`config.mk`:
```
export PLATFORM = sky130hd
export DESIGN_NAME = regfile_cmd_ctrl
export DESIGN_NICKNAME = d
export VERILOG_FILES = /design/src/rtl/regfile_cmd_ctrl.sv
export SDC_FILE = /design/constraint.sdc
export NUM_CORES = 1
export LEC_CHECK = 0
export ABC_CLOCK_PERIOD_IN_PS = 3900
export CAP_MARGIN = 20
export CORE_UTILIZATION = 56
export CTS_CLUSTER_SIZE = 28
export DETAILED_ROUTE_END_ITERATION = 8
export GPL_TIMING_DRIVEN = 0
export PLACE_DENSITY_LB_ADDON = 0.1
export SYNTH_ARGS = -nofsm -noshare
export SYNTH_HDL_FRONTEND = slang
export SYNTH_SLANG_ARGS = --single-unit
```
`constraint.sdc`:
```
create_clock -name clk -period 3.9 [get_ports clk]
set_input_delay 0.78 -clock clk [delete_from_list [all_inputs] [get_ports clk]]
set_output_delay 0.78 -clock clk [all_outputs]
set_load 0.01 [all_outputs]
```
`src/rtl/regfile_cmd_ctrl.sv`:
```
// ---------------------------------------------------------------------------
// regfile_cmd_ctrl
//
// Command sequencer between the UART receive path and the clock/pixel
// configuration register file. Incoming command bytes are buffered in a small
// FIFO, issued one at a time to the register file as a single-cycle rf_valid
// pulse, and the controller then waits for the register file's ack. Read
// responses are handed back to the UART transmit path as one byte each.
// Unsupported addresses are filtered out before issue, and an optional
// watchdog recovers from a lost ack.
//
// Parameters:
//   FIFO_DEPTH  command buffer entries (power of two, >= 2)
//   TIMEOUT     WAIT_ACK cycles before the watchdog aborts (1..255)
//
// Optional feature macro:
//   REGFILE_CMD_TIMEOUT_EN  when defined, the ack watchdog and err_timeout
//                           are built; otherwise WAIT_ACK waits forever and
//                           err_timeout is tied low.
//
// Ports:
//   clk, rst_n          clock, asynchronous active-low reset
//   rx_data, rx_valid   command byte {addr[3:0], data[3:0]} and its strobe
//   tx_data, tx_valid   response byte {addr, read value}, held until tx_ready
//   tx_ready            transmitter accepts the response byte
//   rf_address/rf_data  command address/data towards the register file
//   rf_valid            single-cycle command strobe towards the register file
//   rf_ack              register file acknowledge
//   rf_data_out(_valid) register file read data and its qualifier
//   busy                FSM not idle or commands still buffered
//   err_drop            byte lost because the FIFO was full
//   err_addr            command discarded for an unsupported address
//   err_timeout         ack not seen within TIMEOUT cycles
// ---------------------------------------------------------------------------
module regfile_cmd_ctrl #(
    parameter int FIFO_DEPTH = 4,
    parameter int TIMEOUT    = 15
) (
    input  logic       clk,
    input  logic       rst_n,
    input  logic [7:0] rx_data,
    input  logic       rx_valid,
    output logic [7:0] tx_data,
    output logic       tx_valid,
    input  logic       tx_ready,
    output logic [3:0] rf_address,
    output logic [3:0] rf_data,
    output logic       rf_valid,
    input  logic       rf_ack,
    input  logic [3:0] rf_data_out,
    input  logic       rf_data_out_valid,
    output logic       busy,
    output logic       err_drop,
    output logic       err_addr,
    output logic       err_timeout
);

    localparam int PTR_W = (FIFO_DEPTH > 1) ? $clog2(FIFO_DEPTH) : 1;
    localparam logic [PTR_W:0] PTR_ONE = 1;

    // Catch illegal parameter values at elaboration rather than in silicon.
    if ((FIFO_DEPTH < 2) || ((FIFO_DEPTH & (FIFO_DEPTH - 1)) != 0)) begin : g_bad_depth
        $error("regfile_cmd_ctrl: FIFO_DEPTH must be a power of two >= 2");
    end
    if ((TIMEOUT < 1) || (TIMEOUT > 255)) begin : g_bad_timeout
        $error("regfile_cmd_ctrl: TIMEOUT must be in 1..255");
    end

    typedef enum logic [1:0] {
        IDLE,
        ISSUE,
        WAIT_ACK,
        RESP
    } state_t;

    state_t state;
    state_t state_next;

    logic [7:0]   fifo_mem [FIFO_DEPTH];
    logic [PTR_W:0] wr_ptr;
    logic [PTR_W:0] rd_ptr;
    logic         fifo_empty;
    logic         fifo_full;
    logic [7:0]   head_byte;
    logic         head_addr_ok;
    logic         push;
    logic         pop;
    logic         drop;

    logic         load_cmd;
    logic         addr_bad;
    logic         tx_load;
    logic         tx_clear;

    // Pointers carry one extra wrap bit so full and empty are distinguishable
    // without a separate occupancy counter.
    assign fifo_empty = (wr_ptr == rd_ptr);
    assign fifo_full  = (wr_ptr[PTR_W] != rd_ptr[PTR_W]) &&
                        (wr_ptr[PTR_W-1:0] == rd_ptr[PTR_W-1:0]);
    assign head_byte  = fifo_mem[rd_ptr[PTR_W-1:0]];

    // Only reset (posted), baud and pixel registers exist in the register file.
    assign head_addr_ok = (head_byte[7:4] == 4'h0) ||
                          (head_byte[7:4] == 4'h1) ||
                          (head_byte[7:4] == 4'hE);

    // IDLE always drains the head, good or bad. A pop in the same cycle frees
    // a slot, so a push into a full FIFO is still accepted then.
    assign pop  = (state == IDLE) && !fifo_empty;
    assign push = rx_valid && (!fifo_full || pop);
    assign drop = rx_valid && fifo_full && !pop;

    assign rf_valid = (state == ISSUE);
    assign busy     = (state != IDLE) || !fifo_empty;

    // FIFO storage needs no reset: emptiness is tracked by the pointers alone.
    always_ff @(posedge clk) begin
        if (push) begin
            fifo_mem[wr_ptr[PTR_W-1:0]] <= rx_data;
        end
    end

    always_ff @(posedge clk or negedge rst_n) begin
        if (!rst_n) begin
            wr_ptr <= '0;
            rd_ptr <= '0;
        end else begin
            if (push) begin
                wr_ptr <= wr_ptr + PTR_ONE;
            end
            if (pop) begin
                rd_ptr <= rd_ptr + PTR_ONE;
            end
        end
    end

`ifdef REGFILE_CMD_TIMEOUT_EN
    localparam logic [7:0] TIMEOUT_LAST = 8'(TIMEOUT - 1);

    logic [7:0] timeout_cnt;
    logic       timeout_hit;

    // Counter is cleared on the way into WAIT_ACK and counts every cycle spent
    // there; the abort fires on the cycle whose increment reaches TIMEOUT.
    always_ff @(posedge clk or negedge rst_n) begin
        if (!rst_n) begin
            timeout_cnt <= '0;
            err_timeout <= 1'b0;
        end else begin
            if (state == ISSUE) begin
                timeout_cnt <= '0;
            end else if (state == WAIT_ACK) begin
                timeout_cnt <= timeout_cnt + 8'd1;
            end
            err_timeout <= timeout_hit;
        end
    end
`else
    assign err_timeout = 1'b0;
`endif

    always_ff @(posedge clk or negedge rst_n) begin
        if (!rst_n) begin
            state <= IDLE;
        end else begin
            state <= state_next;
        end
    end

    // Next-state and control strobes. An ack in WAIT_ACK wins over a
    // simultaneous timeout.
    always_comb begin
        state_next = state;
        load_cmd   = 1'b0;
        addr_bad   = 1'b0;
        tx_load    = 1'b0;
        tx_clear   = 1'b0;
`ifdef REGFILE_CMD_TIMEOUT_EN
        timeout_hit = 1'b0;
`endif
        case (state)
            IDLE: begin
                if (!fifo_empty) begin
                    if (head_addr_ok) begin
                        load_cmd   = 1'b1;
                        state_next = ISSUE;
                    end else begin
                        addr_bad = 1'b1;
                    end
                end
            end
            ISSUE: begin
                if (rf_address == 4'h0) begin
                    state_next = IDLE;
                end else begin
                    state_next = WAIT_ACK;
                end
            end
            WAIT_ACK: begin
                if (rf_ack) begin
                    if (rf_data_out_valid) begin
                        tx_load    = 1'b1;
                        state_next = RESP;
                    end else begin
                        state_next = IDLE;
                    end
                end
`ifdef REGFILE_CMD_TIMEOUT_EN
                else if (timeout_cnt == TIMEOUT_LAST) begin
                    timeout_hit = 1'b1;
                    state_next  = IDLE;
                end
`endif
            end
            RESP: begin
                if (tx_ready) begin
                    tx_clear   = 1'b1;
                    state_next = IDLE;
                end
            end
            default: begin
                state_next = IDLE;
            end
        endcase
    end

    // The command register doubles as the register-file address/data drive,
    // so the values are already valid in the ISSUE cycle and hold until the
    // next good command is popped.
    always_ff @(posedge clk or negedge rst_n) begin
        if (!rst_n) begin
            rf_address <= '0;
            rf_data    <= '0;
        end else if (load_cmd) begin
            rf_address <= head_byte[7:4];
            rf_data    <= head_byte[3:0];
        end
    end

    always_ff @(posedge clk or negedge rst_n) begin
        if (!rst_n) begin
            tx_data  <= '0;
            tx_valid <= 1'b0;
        end else if (tx_load) begin
            tx_data  <= {rf_address, rf_data_out};
            tx_valid <= 1'b1;
        end else if (tx_clear) begin
            tx_valid <= 1'b0;
        end
    end

    always_ff @(posedge clk or negedge rst_n) begin
        if (!rst_n) begin
            err_drop <= 1'b0;
            err_addr <= 1'b0;
        end else begin
            err_drop <= drop;
            err_addr <= addr_bad;
        end
    end

endmodule

```
-- Yosys cells after proc, flatten, opt, wreduce, memory -nomap -nowiden
Memory sizes are Yosys's and may differ from the RTL's.
Cells that the tools add are included.
- reductions and logical operators: 18
- eq/ne operators: 12
- add/sub/neg operators: 2
- multiplexer cells: 22
- operators by type and width (cell ; count):
    $mux 1 ; 15
    $mux 2 ; 6
    $logic_not 4->1 ; 2
    $ne 2x2->1 const B ; 4
    $pmux 2 s4 ; 1
    $add 3x1->3 const B ; 2
    $logic_and 1x1->1 ; 5
    $eq 2x2->1 const B ; 2
    $eq 4x1->1 const B ; 1
    $eq 4x4->1 const B ; 1
    $logic_or 1x1->1 ; 4
    $reduce_and 4->1 ; 1
    $reduce_bool 2->1 ; 2
    $eq 3x3->1 ; 1
    $logic_not 1->1 ; 3
    $eq 2x1->1 const B ; 1
    $eq 2x2->1 ; 1
    $logic_not 2->1 ; 1
    $ne 1x1->1 ; 1
- memories: 1
- register bits: 27
- memory bits (writable): 32
- input port bits: 18
- memories (memory ; words ; bits a word ; rd ports ; clocked after Yosys merged registers in ; write ports ; line ; source):
    fifo_mem ; 4 ; 8 ; 1 ; 0 ; 1 ; 79 ; logic [7:0] fifo_mem [FIFO_DEPTH];

-- Depth between registers and ports, before layout
Gate-level depths: netlist (run 1).
- word-level depth: 7
- depth in mapped cells: 5
- mapped depth without buffers: 4

-- Least setup slack after synthesis (run 1)
No wires, ideal clock.
- path kind: register to register
- start: reg rd_ptr[0]
- end: reg rf_address[1]
- path slack: 1842 ps
- cell stages (with the launch flop): 6
- arrival time: 1933 ps
- setup time: 125 ps
- cells stage by stage: dfrtp_1 -> buf_6 -> mux4_2 -> and4b_4 -> o21ai_4 -> mux2_4
- cells in the longest elaborated chain, start to end: 7
- elaborated cells between the ends (all ways): 10
- classes of those cells: eq/ne: 3; mux: 3; reduce/logical: 3; memory: 1
- ends and longest elaborated chain (item ; line ; source):
    from (decl) ; 81 ; logic [PTR_W:0] rd_ptr;
    from (signal assigned) ; 132 ; rd_ptr <= rd_ptr + PTR_ONE;
    $mem_v2 4x8 ; -- ;
    $eq 4x1->1 or $logic_not 4->1 (tied branches) ; 104, 103 ;
    $logic_or 1x1->1 ; 103 ; assign head_addr_ok = (head_byte[7:4] == 4'h0) ||
    $logic_or 1x1->1 ; 104 ; (head_byte[7:4] == 4'h1) ||
    $mux 1 ; 184 ; if (head_addr_ok) begin
    $mux 1 ; 183 ; if (!fifo_empty) begin
    $mux 1 ; 181 ; case (state)
    to (signal assigned) ; 235 ; rf_address <= head_byte[7:4];
    to (decl) ; 46 ; output logic [3:0] rf_address,
Several ways; a longest one is shown, not always the timed one.
A chain may end at the register's enable or synchronous reset.

-- Final worst setup path (run 1)
- start: reg rd_ptr[1]
- end: out busy
- cells in the longest elaborated chain, start to end: 3
- ends and longest elaborated chain (item ; line ; source):
    $eq 3x3->1 ; 97 ; assign fifo_empty = (wr_ptr == rd_ptr);
    $logic_not 1->1 ; -- ;
    $logic_or 1x1->1 ; 114 ; assign busy = (state != IDLE) || !fifo_empty;
    to (decl) ; 52 ; output logic busy,
No other way between the ends.

==> flow_summary.html, run 1 <==
<table>
<tr><th>Metric</th><th>Value</th></tr>
<tr><th colspan="2">Pwr</th></tr>
<tr><td>Clock network fraction of total power</td><td>20.6%</td></tr>
<tr><td>Pint</td><td>1.72 mW</td></tr>
<tr><td>Leakage</td><td>1.21 nW</td></tr>
<tr><td>Combinational Power Share</td><td>39.7%</td></tr>
<tr><td>Share of total power consumed by net switching</td><td>31.0%</td></tr>
<tr><td>Power share of the sequential group</td><td>39.7%</td></tr>
<tr><td>Power per cell area</td><td>811 mW/mm^2</td></tr>
<tr><td>Sw Pwr</td><td>0.772 mW</td></tr>
<tr><td>Worst IR Drop VDD</td><td>429 uV</td></tr>
<tr><th colspan="2">Drt</th></tr>
<tr><td>Total number of vias</td><td>1307</td></tr>
<tr><td>Total wire length</td><td>3970 um</td></tr>
<tr><td>Number of vias per cell after detailed routing</td><td>5.42</td></tr>
<tr><td>Total iterations of the first detailed-routing run</td><td>4</td></tr>
<tr><td>1st-iter DRT viols</td><td>54</td></tr>
<tr><td>DRC violation count after routing</td><td>0</td></tr>
<tr><td>Residual antenna-violating net count after detailed routing</td><td>0</td></tr>
<tr><td>Routed length per instance</td><td>16.5 um</td></tr>
<tr><th colspan="2">Place</th></tr>
<tr><td>Detailed-placement wirelength estimate</td><td>2790 um</td></tr>
<tr><td>IO Port Bufs</td><td>38</td></tr>
<tr><td>Total placed instance area</td><td>0.00288 sq mm</td></tr>
<tr><td>Last weighted congestion value of the routability-driven placer</td><td>0.664</td></tr>
<tr><th colspan="2">Yosys</th></tr>
<tr><td>Per-instance average area after synthesis</td><td>17.7 sq um</td></tr>
<tr><td>Number of standard cells after synthesis</td><td>136</td></tr>
<tr><td>Area fraction in compound gates after synthesis</td><td>2.54%</td></tr>
<tr><td>Most numerous cell in the Yosys netlist</td><td>edfxtp_1</td></tr>
<tr><td>Async set or reset register ratio after synthesis</td><td>45.8%</td></tr>
<tr><td>Most area-consuming cells after synthesis</td><td>edfxtp_1 (40%), dfrtp_1 (28%), mux4_2 (7.5%)</td></tr>
<tr><td>Adder-cell share of the synthesized area</td><td>2.60%</td></tr>
<tr><td>Cell variety after synth</td><td>31</td></tr>
<tr><td>Syn. warnings</td><td>0</td></tr>
<tr><td>Synthesis-stage register bit count</td><td>59</td></tr>
<tr><td>Nets in the synthesized netlist</td><td>159</td></tr>
<tr><td>Fraction of synthesized cell area in xor and xnor cells</td><td>2.91%</td></tr>
<tr><td>Post-synth top area cell</td><td>edfxtp_1</td></tr>
<tr><td>Simple-gate share of the synthesized area</td><td>5.45%</td></tr>
<tr><td>Share of the synthesized area in the top cell type</td><td>39.9%</td></tr>
<tr><td>Multiplexer fraction of the synthesized cell area</td><td>16.7%</td></tr>
<tr><td>Post-synthesis cell area</td><td>0.00241 sq mm</td></tr>
<tr><td>Post-synth EDFFs</td><td>32</td></tr>
<tr><td>Primary flip-flop cell chosen by synthesis mapping</td><td>edfxtp_1</td></tr>
<tr><td>Share of synthesized area occupied by flip-flops and latches</td><td>67.9%</td></tr>
<tr><td>Top cell types by occurrence after synthesis</td><td>edfxtp_1 (32), dfrtp_1 (27), mux2_2 (9)</td></tr>
<tr><td>Main combinational cell family by area after synthesis</td><td>multiplexers</td></tr>
<tr><th colspan="2">Setup path</th></tr>
<tr><td>Element type at the critical path start</td><td>register</td></tr>
<tr><td>Depth of the worst register-to-register path</td><td>4</td></tr>
<tr><td>Register-to-register setup slack</td><td>1.67 ns</td></tr>
<tr><td>Master of the slowest instance on the critical path</td><td>clkdlybuf4s50_1</td></tr>
<tr><td>Slowest Stage Delay on Critical Path</td><td>0.49 ns</td></tr>
<tr><td>CP required</td><td>3.12 ns</td></tr>
<tr><td>Critical path peak fanout</td><td>10</td></tr>
<tr><td>Origin of the critical flop-to-flop path</td><td>state[1]$_DFFE_PN0P_</td></tr>
<tr><td>Crit Path Category</td><td>register to output port</td></tr>
<tr><td>Arrival time of the worst setup path</td><td>2.17 ns</td></tr>
<tr><td>Crit path capture type</td><td>output port</td></tr>
<tr><td>CP cell instances</td><td>buf_2, xnor2_1, nand2_1, or3_1, clkdlybuf4s50_1</td></tr>
<tr><td>End of the worst register-to-register path</td><td>fifo_mem[3][2]$_DFFE_PP_</td></tr>
<tr><th colspan="2">Floorplan</th></tr>
<tr><td>CORE AREA</td><td>0.00406 sq mm</td></tr>
<tr><td>Horizontal die dimension</td><td>67.6 um</td></tr>
<tr><td>Row count</td><td>23</td></tr>
<tr><td>Die outline height</td><td>67.6 um</td></tr>
<tr><td>Effective utilization at floorplan</td><td>59.4%</td></tr>
<tr><td>Total Die Area</td><td>0.00457 sq mm</td></tr>
<tr><td>Boundary pin count</td><td>40</td></tr>
<tr><th colspan="2">Timing</th></tr>
<tr><td>Setup TNS</td><td>0 ns</td></tr>
<tr><td>Final Hold Fails</td><td>0</td></tr>
<tr><td>Worst setup skew after layout</td><td>0.00628 ns</td></tr>
<tr><td>Fraction of the cycle the final worst path needs</td><td>75.8%</td></tr>
<tr><td>Max-Slew Margin vs Limit</td><td>58.2%</td></tr>
<tr><td>Tightest Pin Transition</td><td>0.625 ns</td></tr>
<tr><td>Final Slew Violations</td><td>0</td></tr>
<tr><td>Finish-stage setup viols</td><td>0</td></tr>
<tr><td>Max Clk Rate</td><td>0.338 GHz</td></tr>
<tr><td>Post-Route Hold Slack</td><td>0.475 ns</td></tr>
<tr><td>Final critical-path required period</td><td>2.95 ns</td></tr>
<tr><td>Unrepaired setup endpoints after global routing</td><td>false</td></tr>
<tr><th colspan="2">Hold path</th></tr>
<tr><td>Min-Delay Path Depth</td><td>2</td></tr>
<tr><td>Worst Hold Endpoint</td><td>tx_valid$_DFFE_PN0P_</td></tr>
<tr><td>Worst hold path type</td><td>register to register</td></tr>
<tr><td>Hold Crit Start</td><td>tx_valid$_DFFE_PN0P_</td></tr>
<tr><th colspan="2">Global routing</th></tr>
<tr><td>GRT Resource Usage Total</td><td>20.5%</td></tr>
<tr><td>Remaining Overflow, GRT</td><td>0</td></tr>
<tr><td>Pin count of the biggest net entering global routing</td><td>20</td></tr>
<tr><td>Global-route wire length before repair</td><td>6250 um</td></tr>
<tr><td>Number of antenna violations at the first check in global routing</td><td>0</td></tr>
<tr><td>Number of global-route vias before repair</td><td>1306</td></tr>
<tr><th colspan="2">Clock network</th></tr>
<tr><td>Post-CTS resize count</td><td>0</td></tr>
<tr><td>Num CTS Buffers</td><td>9</td></tr>
<tr><td>Later-pin clock latency in the skew report</td><td>0.33 ns</td></tr>
<tr><td>Max Root-Sink Buffers</td><td>2</td></tr>
<tr><td>Clock-pin slew on the worst setup and hold paths</td><td>0.06 ns</td></tr>
<tr><td>Number of levels the H-tree was split into</td><td>3</td></tr>
<tr><td>CTS tree</td><td>built</td></tr>
<tr><td>Post-CTS setup buffer count</td><td>0</td></tr>
<tr><td>CTS Root Buffer Type</td><td>clkbuf_8</td></tr>
<tr><td>Sink Count</td><td>59</td></tr>
<tr><td>Hold-fix buffers at CTS</td><td>0</td></tr>
<tr><th colspan="2">Cells and area</th></tr>
<tr><td>Summed area of non-filler cells in the final layout</td><td>0.00307 sq mm</td></tr>
<tr><td>Nets</td><td>209</td></tr>
<tr><td>Layout overhead on the synthesized area</td><td>27.4%</td></tr>
<tr><td>Proportion of layout cells with a drive suffix above 1</td><td>25.7%</td></tr>
<tr><td>Count of inserted antenna diode cells</td><td>0</td></tr>
<tr><th colspan="2">Status</th></tr>
<tr><td>Status</td><td>finished clean</td></tr>
<tr><th colspan="2">Run</th></tr>
<tr><td>Max-capacitance violation count</td><td>0</td></tr>
</table>
-- registers in the layout, indices dropped and copies added, names as in the netlist --
register,flops
rf_address,4
tx_data,8
fifo_mem,32
err_drop,1
state,2
rf_data,4
rd_ptr,3
err_addr,1
wr_ptr,3
tx_valid,1
-- worst max-delay path: cells and delay by family, from the launching register on --
| family | cells | cell delay (ns) |
|---|---|---|
| AND/OR/NAND/NOR | 2 | 0.48 |
| XOR/XNOR | 1 | 0.28 |
| flip-flops | 1 | 0.39 |
| buffers and inverters | 2 | 0.70 |
-- power by group through the flow --
| stage | logic [mW] | registers (mW) | clock network [mW] |
|---|---|---|---|
| floorplan | 0.599 | 1.02 | 0 |
| global placement | 0.966 | 0.987 | 0 |
| detailed placement | 1.01 | 1.00 | 0 |
| CTS | 1.01 | 0.993 | 0.523 |
| global route | 1.08 | 1.01 | 0.550 |
| finish | 0.988 | 0.989 | 0.512 |
-- cell type report --
| cell class | instances | area, sq um |
|---|---|---|
| sequential | 59 | 1640 |
| fill | 226 | 988 |
| multi-input combinational | 69 | 731 |
| timing repair buffer | 39 | 408 |
| clock buffer | 12 | 165 |
| tap | 50 | 62.6 |
| buffer | 4 | 27.5 |
| clock inverter | 4 | 23.8 |
| inverter | 4 | 15.0 |
-- kinds of logic (layout without fill, tap and decap cells) --
family	count (synthesis)	count (layout)
flops	59	59
buf+inv	8	63
xor+xnor	8	8
fa+ha+maj	5	5
other cells	1	1
mux	25	25
simple gates	22	22
compound gates	8	8
-- how the worst max path moves through the flow --
stage | to | startpoint | depth (start not counted) | slack, ns
finish | busy | rd_ptr[1]$_DFFE_PN0P_ | 5 | 0.95
global route | busy | rd_ptr[1]$_DFFE_PN0P_ | 5 | 0.82
CTS | busy | rd_ptr[1]$_DFFE_PN0P_ | 5 | 0.90
detailed placement | fifo_mem[3][1]$_DFFE_PP_ | rx_valid | 4 | 1.22
global placement | fifo_mem[3][1]$_DFFE_PP_ | rx_valid | 4 | 1.32
floorplan | rf_address[1]$_DFFE_PN0P_ | rd_ptr[0]$_DFFE_PN0P_ | 5 | 1.84
-- routing by layer --
layer	global-route usage, %	wire, um	share of wire [%]	vias up
li1	-	-	-	608
met1	24.4	1630	41	652
met2	34.0	2100	53	42
met3	4.73	197	5.0	5
met4	12.0	46	1.2	0
met5	0	0	0	-
-- through the flow --
| step | worst slack, ns | total power [mW] | std cells | util, % |
|---|---|---|---|---|
| 5_1_grt | 0.821 | 2.64 | 241 | 75.6 |
| 3_5_place_dp | 1.22 | 2.01 | 225 | 71.0 |
| 2_1_floorplan | 1.84 | 1.62 | 136 | - |
| 4_1_cts | 0.902 | 2.53 | 241 | 75.6 |
| 3_3_place_gp | 1.32 | 1.95 | 224 | 70.3 |
| 6_report | 0.946 | 2.49 | 241 | 75.6 |
-- cell usage in the layout, fill, tap and decap left out, drive strengths merged --
cell            n
edfxtp         32
xor2            3
nor2b           1
inv             4
conb            1
nand2           8
clkbuf         13
clkdlybuf4s50  38
o211ai          2
and4b           1
or2             1
and2            4
mux4            8
o21ai           4
buf             4
nand3           1
a31oi           1
nor3b           1
or3             1
a41oi           1
or4             1
mux2           17
nor3            2
nand4b          1
ha              5
xnor2           5
dfrtp          27
clkinv          4
Power figures use the tool's default switching activity.
==> inputs of run 2 (changes only) <==
--- a/config.mk
+++ b/config.mk
@@ -5,9 +5,9 @@
 export SDC_FILE = /design/constraint.sdc
 export NUM_CORES = 1
 export LEC_CHECK = 0
-export ABC_CLOCK_PERIOD_IN_PS = 3900
+export ABC_CLOCK_PERIOD_IN_PS = 2600
 export CAP_MARGIN = 20
-export CORE_UTILIZATION = 56
+export CORE_UTILIZATION = 47
 export CTS_CLUSTER_SIZE = 28
 export DETAILED_ROUTE_END_ITERATION = 8
 export GPL_TIMING_DRIVEN = 0
==> constraint.sdc (replaced) <==
create_clock -name clk -period 2.6 [get_ports clk]
set_input_delay 0.52 -clock clk [delete_from_list [all_inputs] [get_ports clk]]
set_output_delay 0.52 -clock clk [all_outputs]
set_load 0.01 [all_outputs]
==> flow_summary.html, run 2 (synthesized netlist as in run 1, its figures left out) <==
<table>
<tr><th>Metric</th><th>Value</th></tr>
<tr><th colspan="2">Setup path</th></tr>
<tr><td>Master of the slowest instance on the critical path</td><td>clkdlybuf4s50_1</td></tr>
<tr><td>Slowest Stage Delay on Critical Path</td><td>0.48 ns</td></tr>
<tr><td>Crit Path Category</td><td>register to output port</td></tr>
<tr><td>Arrival time of the worst setup path</td><td>2.00 ns</td></tr>
<tr><td>Crit path capture type</td><td>output port</td></tr>
<tr><td>CP required</td><td>2.08 ns</td></tr>
<tr><td>Critical path peak fanout</td><td>10</td></tr>
<tr><td>Register-to-register setup slack</td><td>0.37 ns</td></tr>
<tr><td>CP cell instances</td><td>buf_6, xnor2_4, nand2_1, or3_1, clkdlybuf4s50_1</td></tr>
<tr><td>Element type at the critical path start</td><td>register</td></tr>
<tr><th colspan="2">Timing</th></tr>
<tr><td>Tightest Pin Transition</td><td>0.649 ns</td></tr>
<tr><td>Final Slew Violations</td><td>0</td></tr>
<tr><td>Final critical-path required period</td><td>2.52 ns</td></tr>
<tr><td>Post-Route Hold Slack</td><td>0.502 ns</td></tr>
<tr><td>Fraction of the cycle the final worst path needs</td><td>97.0%</td></tr>
<tr><td>Final Hold Fails</td><td>0</td></tr>
<tr><td>Max-Slew Margin vs Limit</td><td>56.6%</td></tr>
<tr><td>Finish-stage setup viols</td><td>0</td></tr>
<tr><td>Max Clk Rate</td><td>0.397 GHz</td></tr>
<tr><td>Worst setup skew after layout</td><td>0.00729 ns</td></tr>
<tr><th colspan="2">Global routing</th></tr>
<tr><td>Pin count of the biggest net entering global routing</td><td>17</td></tr>
<tr><td>Number of antenna violations at the first check in global routing</td><td>0</td></tr>
<tr><td>GRT Resource Usage Total</td><td>17.1%</td></tr>
<tr><td>Number of global-route vias before repair</td><td>1338</td></tr>
<tr><td>Global-route wire length before repair</td><td>6350 um</td></tr>
<tr><td>Remaining Overflow, GRT</td><td>0</td></tr>
<tr><th colspan="2">Clock network</th></tr>
<tr><td>Num CTS Buffers</td><td>9</td></tr>
<tr><td>CTS tree</td><td>built</td></tr>
<tr><td>Max Root-Sink Buffers</td><td>2</td></tr>
<tr><td>Hold-fix buffers at CTS</td><td>0</td></tr>
<tr><td>Clock-pin slew on the worst setup and hold paths</td><td>0.06 ns</td></tr>
<tr><td>Number of levels the H-tree was split into</td><td>3</td></tr>
<tr><td>Sink Count</td><td>59</td></tr>
<tr><td>Later-pin clock latency in the skew report</td><td>0.33 ns</td></tr>
<tr><td>CTS Root Buffer Type</td><td>clkbuf_8</td></tr>
<tr><th colspan="2">Drt</th></tr>
<tr><td>Routed length per instance</td><td>15.7 um</td></tr>
<tr><td>Number of vias per cell after detailed routing</td><td>5.03</td></tr>
<tr><td>Total wire length</td><td>4050 um</td></tr>
<tr><td>Total iterations of the first detailed-routing run</td><td>4</td></tr>
<tr><td>Residual antenna-violating net count after detailed routing</td><td>0</td></tr>
<tr><td>Total number of vias</td><td>1299</td></tr>
<tr><td>1st-iter DRT viols</td><td>37</td></tr>
<tr><td>DRC violation count after routing</td><td>0</td></tr>
<tr><th colspan="2">Pwr</th></tr>
<tr><td>Pint</td><td>2.57 mW</td></tr>
<tr><td>Worst IR Drop VDD</td><td>582 uV</td></tr>
<tr><td>Clock network fraction of total power</td><td>18.3%</td></tr>
<tr><td>Power share of the sequential group</td><td>40.1%</td></tr>
<tr><td>Power per cell area</td><td>1210 mW/mm^2</td></tr>
<tr><td>Leakage</td><td>1.21 nW</td></tr>
<tr><td>Sw Pwr</td><td>1.19 mW</td></tr>
<tr><td>Combinational Power Share</td><td>41.6%</td></tr>
<tr><td>Share of total power consumed by net switching</td><td>31.7%</td></tr>
<tr><th colspan="2">Floorplan</th></tr>
<tr><td>Die outline height</td><td>73.6 um</td></tr>
<tr><td>Effective utilization at floorplan</td><td>50.0%</td></tr>
<tr><td>Horizontal die dimension</td><td>73.6 um</td></tr>
<tr><td>CORE AREA</td><td>0.00482 sq mm</td></tr>
<tr><td>Total Die Area</td><td>0.00542 sq mm</td></tr>
<tr><td>Row count</td><td>25</td></tr>
<tr><td>Boundary pin count</td><td>40</td></tr>
<tr><th colspan="2">Cells and area</th></tr>
<tr><td>Nets</td><td>209</td></tr>
<tr><td>Count of inserted antenna diode cells</td><td>0</td></tr>
<tr><td>Layout overhead on the synthesized area</td><td>29.2%</td></tr>
<tr><td>Number of fill cells in the layout</td><td>363</td></tr>
<tr><td>Number of flip-flops under the largest register name</td><td>32</td></tr>
<tr><td>Highest-count cells in the layout ignoring fill and taps</td><td>clkdlybuf4s50_1 (38), edfxtp_1 (32), dfrtp_1 (27)</td></tr>
<tr><td>Proportion of layout cells with a drive suffix above 1</td><td>27.2%</td></tr>
<tr><td>Leading cell type in the layout, fill and taps excluded</td><td>clkdlybuf4s50_1</td></tr>
<tr><td>Post-Layout Cell Count</td><td>258</td></tr>
<tr><th colspan="2">Place</th></tr>
<tr><td>IO Port Bufs</td><td>38</td></tr>
<tr><td>Detailed-placement wirelength estimate</td><td>2820 um</td></tr>
<tr><td># placed instances</td><td>242</td></tr>
<tr><td>Last weighted congestion value of the routability-driven placer</td><td>0.692</td></tr>
<tr><th colspan="2">Status</th></tr>
<tr><td>Status</td><td>finished clean</td></tr>
<tr><th colspan="2">Hold path</th></tr>
<tr><td>Worst hold path type</td><td>register to register</td></tr>
<tr><th colspan="2">Run</th></tr>
<tr><td>Max-capacitance violation count</td><td>0</td></tr>
</table>
## run 2: per-layer routing
| metal | global-route usage, % | vias to the layer above | share of wire, % |
|---|---|---|---|
| met5 | 0 | - | 0 |
| met4 | 9.40 | 0 | 0.94 |
| met3 | 6.58 | 4 | 5.1 |
| met2 | 27.1 | 39 | 50 |
| met1 | 20.1 | 647 | 44 |
| li1 | - | 609 | - |
## run 2: cell type report
type | instances | area, sq um | share of cell area, %
tap | 67 | 83.8 | 2.69
clock inverter | 7 | 43.8 | 1.41
sequential | 59 | 1640 | 52.6
multi-input combinational | 69 | 768 | 24.7
timing repair buffer | 40 | 415 | 13.3
inverter | 4 | 15.0 | 0.482
clock buffer | 9 | 124 | 3.98
buffer | 3 | 26.3 | 0.844
## run 2: worst paths after layout
kind                                  startpoint                        end  depth (start not counted)
setup / recovery           rd_ptr[0]$_DFFE_PN0P_                       busy                          5
hold / removal              tx_valid$_DFFE_PN0P_       tx_valid$_DFFE_PN0P_                          2
setup reg to reg           rd_ptr[0]$_DFFE_PN0P_  rf_address[2]$_DFFE_PN0P_                          5
hold reg to reg             tx_valid$_DFFE_PN0P_       tx_valid$_DFFE_PN0P_                          2
max in group asynchronous                  rst_n       state[0]$_DFFE_PN0P_                          2
min in group asynchronous                  rst_n      wr_ptr[0]$_DFFE_PN0P_                          1
## run 2: critical path: cells and delay by family (launching register included)
kind	cells	cell delay [ns]
buffers and inverters	2	0.66
XOR/XNOR	1	0.19
AND/OR/NAND/NOR	2	0.44
flip-flops	1	0.39
## run 2: timing repair
item | 4_1_cts | 5_1_grt
pin swaps | 0 | 1
endpoints found under the setup margin | 1 | 1
gates resized for setup | 2 | 4
cloned | 0 | 0
buffers inserted | 0 | 1
## run 2: power groups by stage
| stage | Clock (mW) | Combinational [mW] | Sequential (mW) |
|---|---|---|---|
| finish | 0.690 | 1.56 | 1.51 |
| global route | 0.753 | 1.70 | 1.55 |
| CTS | 0.711 | 1.51 | 1.50 |
| detailed placement | 0 | 1.50 | 1.51 |
| global placement | 0 | 1.46 | 1.48 |
| floorplan | 0 | 0.898 | 1.54 |
## run 2: metrics by stage
| step | setup TNS [ns] | setup WS, ns | area (sq um) | power [mW] | util [%] |
|---|---|---|---|---|---|
| after floorplan | 0 | 0.542 | 2410 | 2.43 | - |
| after global placement | 0 | 0.279 | 2870 | 2.94 | 59.7 |
| after detailed placement | 0 | 0.203 | 2900 | 3.01 | 60.2 |
| after CTS | 0 | 0.00253 | 3080 | 3.73 | 63.9 |
| after global routing | -0.0146 | -0.0146 | 3110 | 4.00 | 64.6 |
| final | 0 | 0.0793 | 3110 | 3.76 | 64.6 |
